--- src/rtl/tone_pkg.sv ---
// Shared types and constants for the square-wave tone synthesiser.
package tone_pkg;

  localparam int unsigned SAMPLE_W = 16;
  localparam int unsigned AMP_W    = 15;
  localparam int unsigned CNT_W    = 17;
  localparam int unsigned NOTE_W   = 4;

  typedef enum logic [1:0] {IDLE, ATTACK, SUSTAIN, RELEASE} tone_state_e;

  // Half-period in 50 MHz clocks, equal-tempered from C4 upwards.
  localparam logic [CNT_W-1:0] HALF_PERIOD [16] = '{
    17'd95556, 17'd90193, 17'd85131, 17'd80353,
    17'd75843, 17'd71586, 17'd67569, 17'd63776,
    17'd60197, 17'd56818, 17'd53629, 17'd50619,
    17'd47778, 17'd45097, 17'd42566, 17'd40177
  };

endpackage

--- src/rtl/tone_divider.sv ---
// Square-wave half-period divider; a new note is picked up only at a half-period boundary.
module tone_divider
  import tone_pkg::*;
(
  input  logic              clk,
  input  logic              resetN,
  input  logic              run,
  input  logic              load,
  input  logic [NOTE_W-1:0] frequency,
  output logic              sq,
  output logic              toggle_c
);

  logic [CNT_W-1:0]  half_cnt;
  logic [NOTE_W-1:0] note_q;
  logic [CNT_W-1:0]  reload;
  logic              unused_note;

  assign reload      = HALF_PERIOD[frequency] - CNT_W'(1);
  assign toggle_c    = run && (half_cnt == '0);
  assign unused_note = ^note_q;

  // Idle (neither run nor load) parks the divider at sq=1, half_cnt=0.
  always_ff @(posedge clk or negedge resetN) begin
    if (!resetN) begin
      half_cnt <= '0;
      sq       <= 1'b1;
      note_q   <= '0;
    end else if (load) begin
      note_q   <= frequency;
      half_cnt <= reload;
      sq       <= 1'b1;
    end else if (run) begin
      if (toggle_c) begin
        sq       <= ~sq;
        note_q   <= frequency;
        half_cnt <= reload;
      end else begin
        half_cnt <= half_cnt - CNT_W'(1);
      end
    end else begin
      sq       <= 1'b1;
      half_cnt <= '0;
    end
  end

endmodule

--- src/rtl/tone_synth.sv ---
// Tone synthesiser: envelope FSM around a square-wave divider, emitting signed samples on codec request.
module tone_synth
  import tone_pkg::*;
#(
  parameter logic [AMP_W-1:0] AMP_MAX  = 15'd8192,
  parameter logic [AMP_W-1:0] AMP_STEP = 15'd256
) (
  input  logic                clk,
  input  logic                resetN,
  input  logic                EnableSound,
  input  logic [NOTE_W-1:0]   frequency,
  input  logic                sample_req,
  output logic [SAMPLE_W-1:0] audio_sample,
  output logic                sample_valid,
  output logic                tone_active
);

  tone_state_e         state, state_nxt;
  logic [AMP_W-1:0]    amp, amp_nxt;
  logic [SAMPLE_W-1:0] mag;
  logic                run, load, sq, toggle_c;
  logic                unused_toggle;

  tone_divider u_div (
    .clk      (clk),
    .resetN   (resetN),
    .run      (run),
    .load     (load),
    .frequency(frequency),
    .sq       (sq),
    .toggle_c (toggle_c)
  );

  assign unused_toggle = toggle_c;
  // The divider is parked on the same edge that the FSM enters IDLE.
  assign run = (state != IDLE) && (state_nxt != IDLE);
  assign mag = {1'b0, amp};

  always_ff @(posedge clk or negedge resetN) begin
    if (!resetN) state <= IDLE;
    else         state <= state_nxt;
  end

  // Amplitude steps from the current state; the transition lands afterwards.
  always_comb begin
    state_nxt = state;
    amp_nxt   = amp;
    load      = 1'b0;
    case (state)
      IDLE: begin
        amp_nxt = '0;
        if (EnableSound) begin
          load      = 1'b1;
          state_nxt = ATTACK;
        end
      end
      ATTACK: begin
        if (sample_req)
          amp_nxt = (amp >= AMP_MAX - AMP_STEP) ? AMP_MAX : amp + AMP_STEP;
        if (!EnableSound)           state_nxt = RELEASE;
        else if (amp_nxt == AMP_MAX) state_nxt = SUSTAIN;
      end
      SUSTAIN: begin
        amp_nxt = AMP_MAX;
        if (!EnableSound) state_nxt = RELEASE;
      end
      RELEASE: begin
        if (sample_req)
          amp_nxt = (amp <= AMP_STEP) ? '0 : amp - AMP_STEP;
        if (EnableSound)        state_nxt = ATTACK;
        else if (amp_nxt == '0) state_nxt = IDLE;
      end
      default: state_nxt = IDLE;
    endcase
  end

  always_ff @(posedge clk or negedge resetN) begin
    if (!resetN) begin
      amp          <= '0;
      audio_sample <= '0;
      sample_valid <= 1'b0;
      tone_active  <= 1'b0;
    end else begin
      amp          <= amp_nxt;
      sample_valid <= sample_req;
      tone_active  <= (state_nxt != IDLE);
      if (sample_req)
        audio_sample <= sq ? mag : SAMPLE_W'(0) - mag;
    end
  end

endmodule
--- config.mk ---
export PLATFORM = sky130hd
export DESIGN_NAME = tone_synth
export DESIGN_NICKNAME = d
export VERILOG_FILES = /design/src/rtl/tone_pkg.sv /design/src/rtl/tone_divider.sv /design/src/rtl/tone_synth.sv
export SDC_FILE = /design/constraint.sdc
export NUM_CORES = 1
export LEC_CHECK = 0
export ABC_CLOCK_PERIOD_IN_PS = 2700
export BUFFER_PORTS_ARGS = -buffer_cell sky130_fd_sc_hd__buf_2
export CORE_ASPECT_RATIO = 2
export CORE_MARGIN = 2
export CORE_UTILIZATION = 41
export CTS_BUF_LIST = sky130_fd_sc_hd__clkbuf_2 sky130_fd_sc_hd__clkbuf_4 sky130_fd_sc_hd__clkbuf_8
export DETAILED_ROUTE_END_ITERATION = 7
export HOLD_SLACK_MARGIN = 0.03
export REMOVE_ABC_BUFFERS = 1
export SYNTH_ARGS = -nofsm -noshare
export SYNTH_HDL_FRONTEND = slang
export SYNTH_HIERARCHICAL = 1
export SYNTH_SLANG_ARGS = --single-unit
--- constraint.sdc ---
create_clock -name clk -period 2.7 [get_ports clk]
set_input_delay 0.135 -clock clk [delete_from_list [all_inputs] [get_ports clk]]
set_output_delay 0.135 -clock clk [all_outputs]
set_load 0.05 [all_outputs]
# == Yosys cells after proc, flatten, opt, wreduce, memory -nomap -nowiden ==
# Memory sizes are Yosys's and may differ from the RTL's.
# Cells that the tools add are included.
# op_classes
n_eq_ne,5
bitwise,2
n_div,0
multipliers,0
reduce_logical,7
n_mux,25
shift,0
add_sub_neg,5
n_lt_le_gt_ge,3
# op_table
op,n
$mux W15,6
$mux W17,5
$pmux W15 S4,1
$sub A17 B1 Y17 const B,2
$logic_not A17 Y1,1
$mux W16,1
$sub A1 B15 Y16 const A,1
$add A15 B9 Y15 const B,1
$eq A15 B14 Y1 const B,1
$ge A15 B13 Y1 const B,1
$le A15 B9 Y1 const B,1
$logic_not A15 Y1,1
$sub A15 B9 Y15 const B,1
$mux W2,6
$pmux W2 S4,1
$ge A5 B5 Y1 const B,1
$mux W1,5
$not A4 Y5,1
$eq A2 B2 Y1 const B,2
$reduce_bool A2 Y1,2
$ne A3 B3 Y1 const B,1
$eq A2 B1 Y1 const B,1
$logic_and A1 B1 Y1,2
$logic_not A2 Y1,1
$not A1 Y1,1
# totals
mem_count,1
wordCells,55
mem_bits_ro,272
input_bits,8
ramBits,0
out_inout_bits,18
ff_bits,53
latchBits,0
# mem_list
name,words,width,read_ports,rd_clocked_by_memory_dff,write_ports,line_no,source
(no name shown),16,17,1,0,0,tone_divider.sv:19,assign reload = HALF_PERIOD[frequency] - CNT_W'(1);

# == Logic depth before layout (Yosys ltp) ==
# depth
depth_word,14
mapped_depth,12
depth_no_buf,10

# == Cells and area by module ==
# The synthesis kept the hierarchy.
# modules_own_cells
mod,n_inst,area_per_inst_um2,cells_per_inst,seq_area_each_um2
tone_synth,1,2099.5,233,875.8
tone_divider,1,1650.3,193,451.7

# == Worst setup path before layout ==
# Ideal clock, no wire load.
# synth_path
path_kind,register -> register
startpoint,register amp[9]
endpoint,register u_div.half_cnt[11]
path_slack_ps,-328
path_stages_with_launch,13
setup_time_ps,122
required_ps,2578
period_less_slack_ps,3028
path_buffers,2
t_arrival_ps,2906
path_cell_list,dfrtp_1 > clkbuf_1 > inv_1 > ha_1 > or4b_2 > nor4_4 > o2111ai_1 > o41ai_2 > a21oi_1 > a31oi_1 > clkbuf_1 > a21oi_1 > a32o_1
# synth_between
elab_chain_len,14
elab_cells_between_ends,23
cone_classes,add/sub (2); order compare (2); eq/ne (1); mux (14); reduce/logical (4)
# synth_rtl
item,line_no,source
start: declaration,tone_synth.sv:19,"logic [AMP_W-1:0] amp, amp_nxt;"
start signal: assignment,tone_synth.sv:84,amp <= amp_nxt;
$add A15 B9 Y15 (tied with other cells),tone_synth.sv:59,amp_nxt = (amp >= AMP_MAX - AMP_STEP) ? AMP_MAX : amp + AMP_STEP;
"$mux W15, on equally long branches","tone_synth.sv:59, tone_synth.sv:69",
"$mux W15, on equally long branches","tone_synth.sv:58, tone_synth.sv:68",
$mux W15,tone_synth.sv:49,case (state)
$eq A15 B14 Y1 or $logic_not A15 Y1 (tied branches),"tone_synth.sv:61, tone_synth.sv:71",
"$mux W2, on equally long branches","tone_synth.sv:61, tone_synth.sv:71",
"$mux W2, on equally long branches","tone_synth.sv:60, tone_synth.sv:70",
$pmux W2 S4 (*),tone_synth.sv:49,
$reduce_bool A2 Y1 (*),tone_synth.sv:36,assign run = (state != IDLE) && (state_nxt != IDLE);
$logic_and A1 B1 Y1 (*),tone_synth.sv:36,
via run,tone_synth.sv:21,"logic run, load, sq, toggle_c;"
$logic_and A1 B1 Y1,tone_divider.sv:20,assign toggle_c = run && (half_cnt == '0);
$mux W17,tone_divider.sv:34,if (toggle_c) begin
$mux W17 (*),tone_divider.sv:33,end else if (run) begin
$mux W17 (*),tone_divider.sv:29,end else if (load) begin
end signal: assignment,tone_divider.sv:31,half_cnt <= reload;
end signal: assignment,tone_divider.sv:37,half_cnt <= reload;
end signal: assignment,tone_divider.sv:39,half_cnt <= half_cnt - CNT_W'(1);
end: declaration,tone_divider.sv:14,logic [CNT_W-1:0] half_cnt;
# Mark *: on every way through the listed nets, which the timed path passes. The rest lies on a longest branch. The select of a mux whose other input is x is not followed.
# A chain may end at the register's enable or synchronous reset.

# == Worst setup path after layout ==
# layout_path
startpoint,register amp[10]
endpoint,register u_div.half_cnt[11]
# Same word-level chain as after synthesis.

==> flow_summary_export.csv <==
group,metric,value,unit
setup_path,critPathBufInv,2,
routing,via_count,3359,
cells_and_area,nFillCells,857,
sta,hold_viol,0,
routing,drtAntennaViolNets,0,
synth,ys_warn_count,6,
global_route,grt_pass1_wl,16800,um
routing,drt-pass1-iter-count,4,
clocking,htreeDepth,2,
sta,setup_viol,0,
clocking,tritoncts,"built",
setup_path,arrival,2.82,ns
place,dp_hpwl,7850,um
setup_path,crit_path_cell_trace,"buf_4, or3_1, nor4_4, o2111ai_2, o41ai_4, a21oi_2, a31oi_2, buf_6, a21oi_1, a32o_1",
clocking,clockRootBuffer,"clkbuf_8",
cells_and_area,final_common_cell,"dfrtp_1",
floorplan,rows,49,
global_route,first_global_vias,3438,
setup_path,critical_path.max_fanout,8,
status,status,"finished clean",
sta,period_share,96.4,%
clocking,clock-sinks,53,
sta,fin_crit,2.60,ns
floorplan,die_w,71.6,um
setup_path,reg2reg_to,"u_div/half_cnt[11]",
floorplan,core,8950,um2
hold_path,worstHoldStart,"EnableSound",
clocking,clkLatencyLatePin,0.32,ns
routing,routed_wl,10200,um
power_and_ir_drop,power_density,935,nW/um2
cells_and_area,diodes,0,
hold_path,hp-class,"primary input to flip-flop",
clocking,cts.path.max_buffers,2,
clocking,path_clk_slew,0.10,ns
sta,timing.hold.ws,0.161,ns
flow_run,maxCapViolCount,0,
global_route,grt_antenna_before_repair,0,
synth,syn_inst,425,
hold_path,min_path_cells,3,
sta,finClkSkew,0.0141,ns
floorplan,initial_core_util,41.8,%
clocking,cts_buffers,5,
cells_and_area,final_cell_area,4520,um2
setup_path,slowest_delay,0.48,ns
setup_path,r2r_start,"amp[10]",
routing,avgRoutedWirePerCell,17.5,um
power_and_ir_drop,p_leak,1.94,nW
setup_path,slowest_stage,"dfrtp_2",
setup_path,required,2.91,ns
global_route,grt_max_degree,43,
sta,fmax,384,MHz
routing,drtIter0Drc,162,
sta,slew-limit-headroom,35.6,%
setup_path,crit_type,"flip-flop to flip-flop",
setup_path,crit_path_end_kind,"flip-flop",
place,place_congestion,0.877,
sta,tightest_slew,0.965,ns
setup_path,r2r_cells,10,
setup_path,crit_path_start_kind,"flip-flop",
synth,syn_area,3740,um2
cells_and_area,mostFrequentLayoutCells,"dfrtp_1, buf_4, nor2_1",
floorplan,ios,26,
floorplan,die_h,139,um
cells_and_area,syn_to_final_growth,20.6,%
cells_and_area,drive_gt1_share,24.9,%
floorplan,dieArea,9960,um2
place,port_buffers,25,
cells_and_area,layout.nets,502,
sta,final_max_slew_viol_count,0,
global_route,grtUsageTotal,21.5,%
power_and_ir_drop,ir_worst_vdd,321,uV
routing,via_per_inst,5.75,
global_route,gr-total-overflow,0,
setup_path,critPathTopFamily,"compound AO/OA/AOI/OAI gates",
place,dpl_cell_area,4270,um2
synth,syn_avg_cell_area,8.81,um2
setup_path,reg2reg_slack,0.1,ns
hold_path,hold-path-endpoint,"state[1]",
routing,drc,0,
## cell type report
| type | instances | area (um2) | area share [%] |
|---|---|---|---|
| multi-input combinational | 326 | 2320 | 51.4 |
| clock buffer | 6 | 76.3 | 1.69 |
| inverter | 18 | 67.6 | 1.50 |
| tap | 102 | 128 | 2.83 |
| clock inverter | 2 | 38.8 | 0.859 |
| sequential | 53 | 1330 | 29.4 |
| timing repair buffer | 77 | 556 | 12.3 |
## worst min-delay path: stages
cell	delay [ns]
buf_2	0.12
a21o_1	0.12
o22ai_1	0.06
## power by group
part	switching, W	internal [W]
combinational	0.00138	0.000971
sequential	0.000264	0.00105
clock	0.000271	0.000289
## state kept, by name (all words and copies together), names as in the netlist
signal          flops
state               2
sample_valid        1
u_div/sq            1
audio_sample       16
amp                15
u_div/half_cnt     17
tone_active         1
## timing repair
item	in CTS	in global routing
buffers inserted	0	2
hold buffers	1	0
endpoints found under the setup margin	0	16
hold endpoints to repair	40	0
resized for setup	0	20
## stage by stage
stage | power, W | util, % | setup WS [ns] | std cells | TNS [ns]
2_1_floorplan | 0.00273 | - | -0.935 | 397 | -11.66
3_3_place_gp | 0.00351 | 47.7 | 0.0676 | 573 | 0
3_5_place_dp | 0.00353 | 47.7 | 0.0453 | 573 | 0
4_1_cts | 0.00410 | 49.1 | 0.0226 | 582 | 0
5_1_grt | 0.00454 | 50.4 | -0.0285 | 584 | -0.0622
6_report | 0.00422 | 50.4 | 0.0972 | 584 | 0
## worst max path at each step
stage	from	end	slack (ns)	depth (start not counted)
global placement	amp[0]	u_div/half_cnt[7]	0.07	8
CTS	amp[0]	u_div/half_cnt[7]	0.02	8
finish	amp[10]	u_div/half_cnt[11]	0.1	10
global route	amp[10]	u_div/half_cnt[8]	-0.03	11
detailed placement	amp[0]	u_div/half_cnt[7]	0.05	8
floorplan	amp[9]	u_div/half_cnt[12]	-0.94	10
## metal layers
| layer | track usage (%) | vias up | routed length [um] |
|---|---|---|---|
| met5 | 0 | - | 0 |
| met4 | 14.0 | 0 | 628 |
| met3 | 2.03 | 33 | 216 |
| met2 | 40.6 | 74 | 5850 |
| met1 | 21.0 | 1595 | 3510 |
| li1 | - | 1657 | - |
No activity file was read; power rests on OpenSTA's default activity.
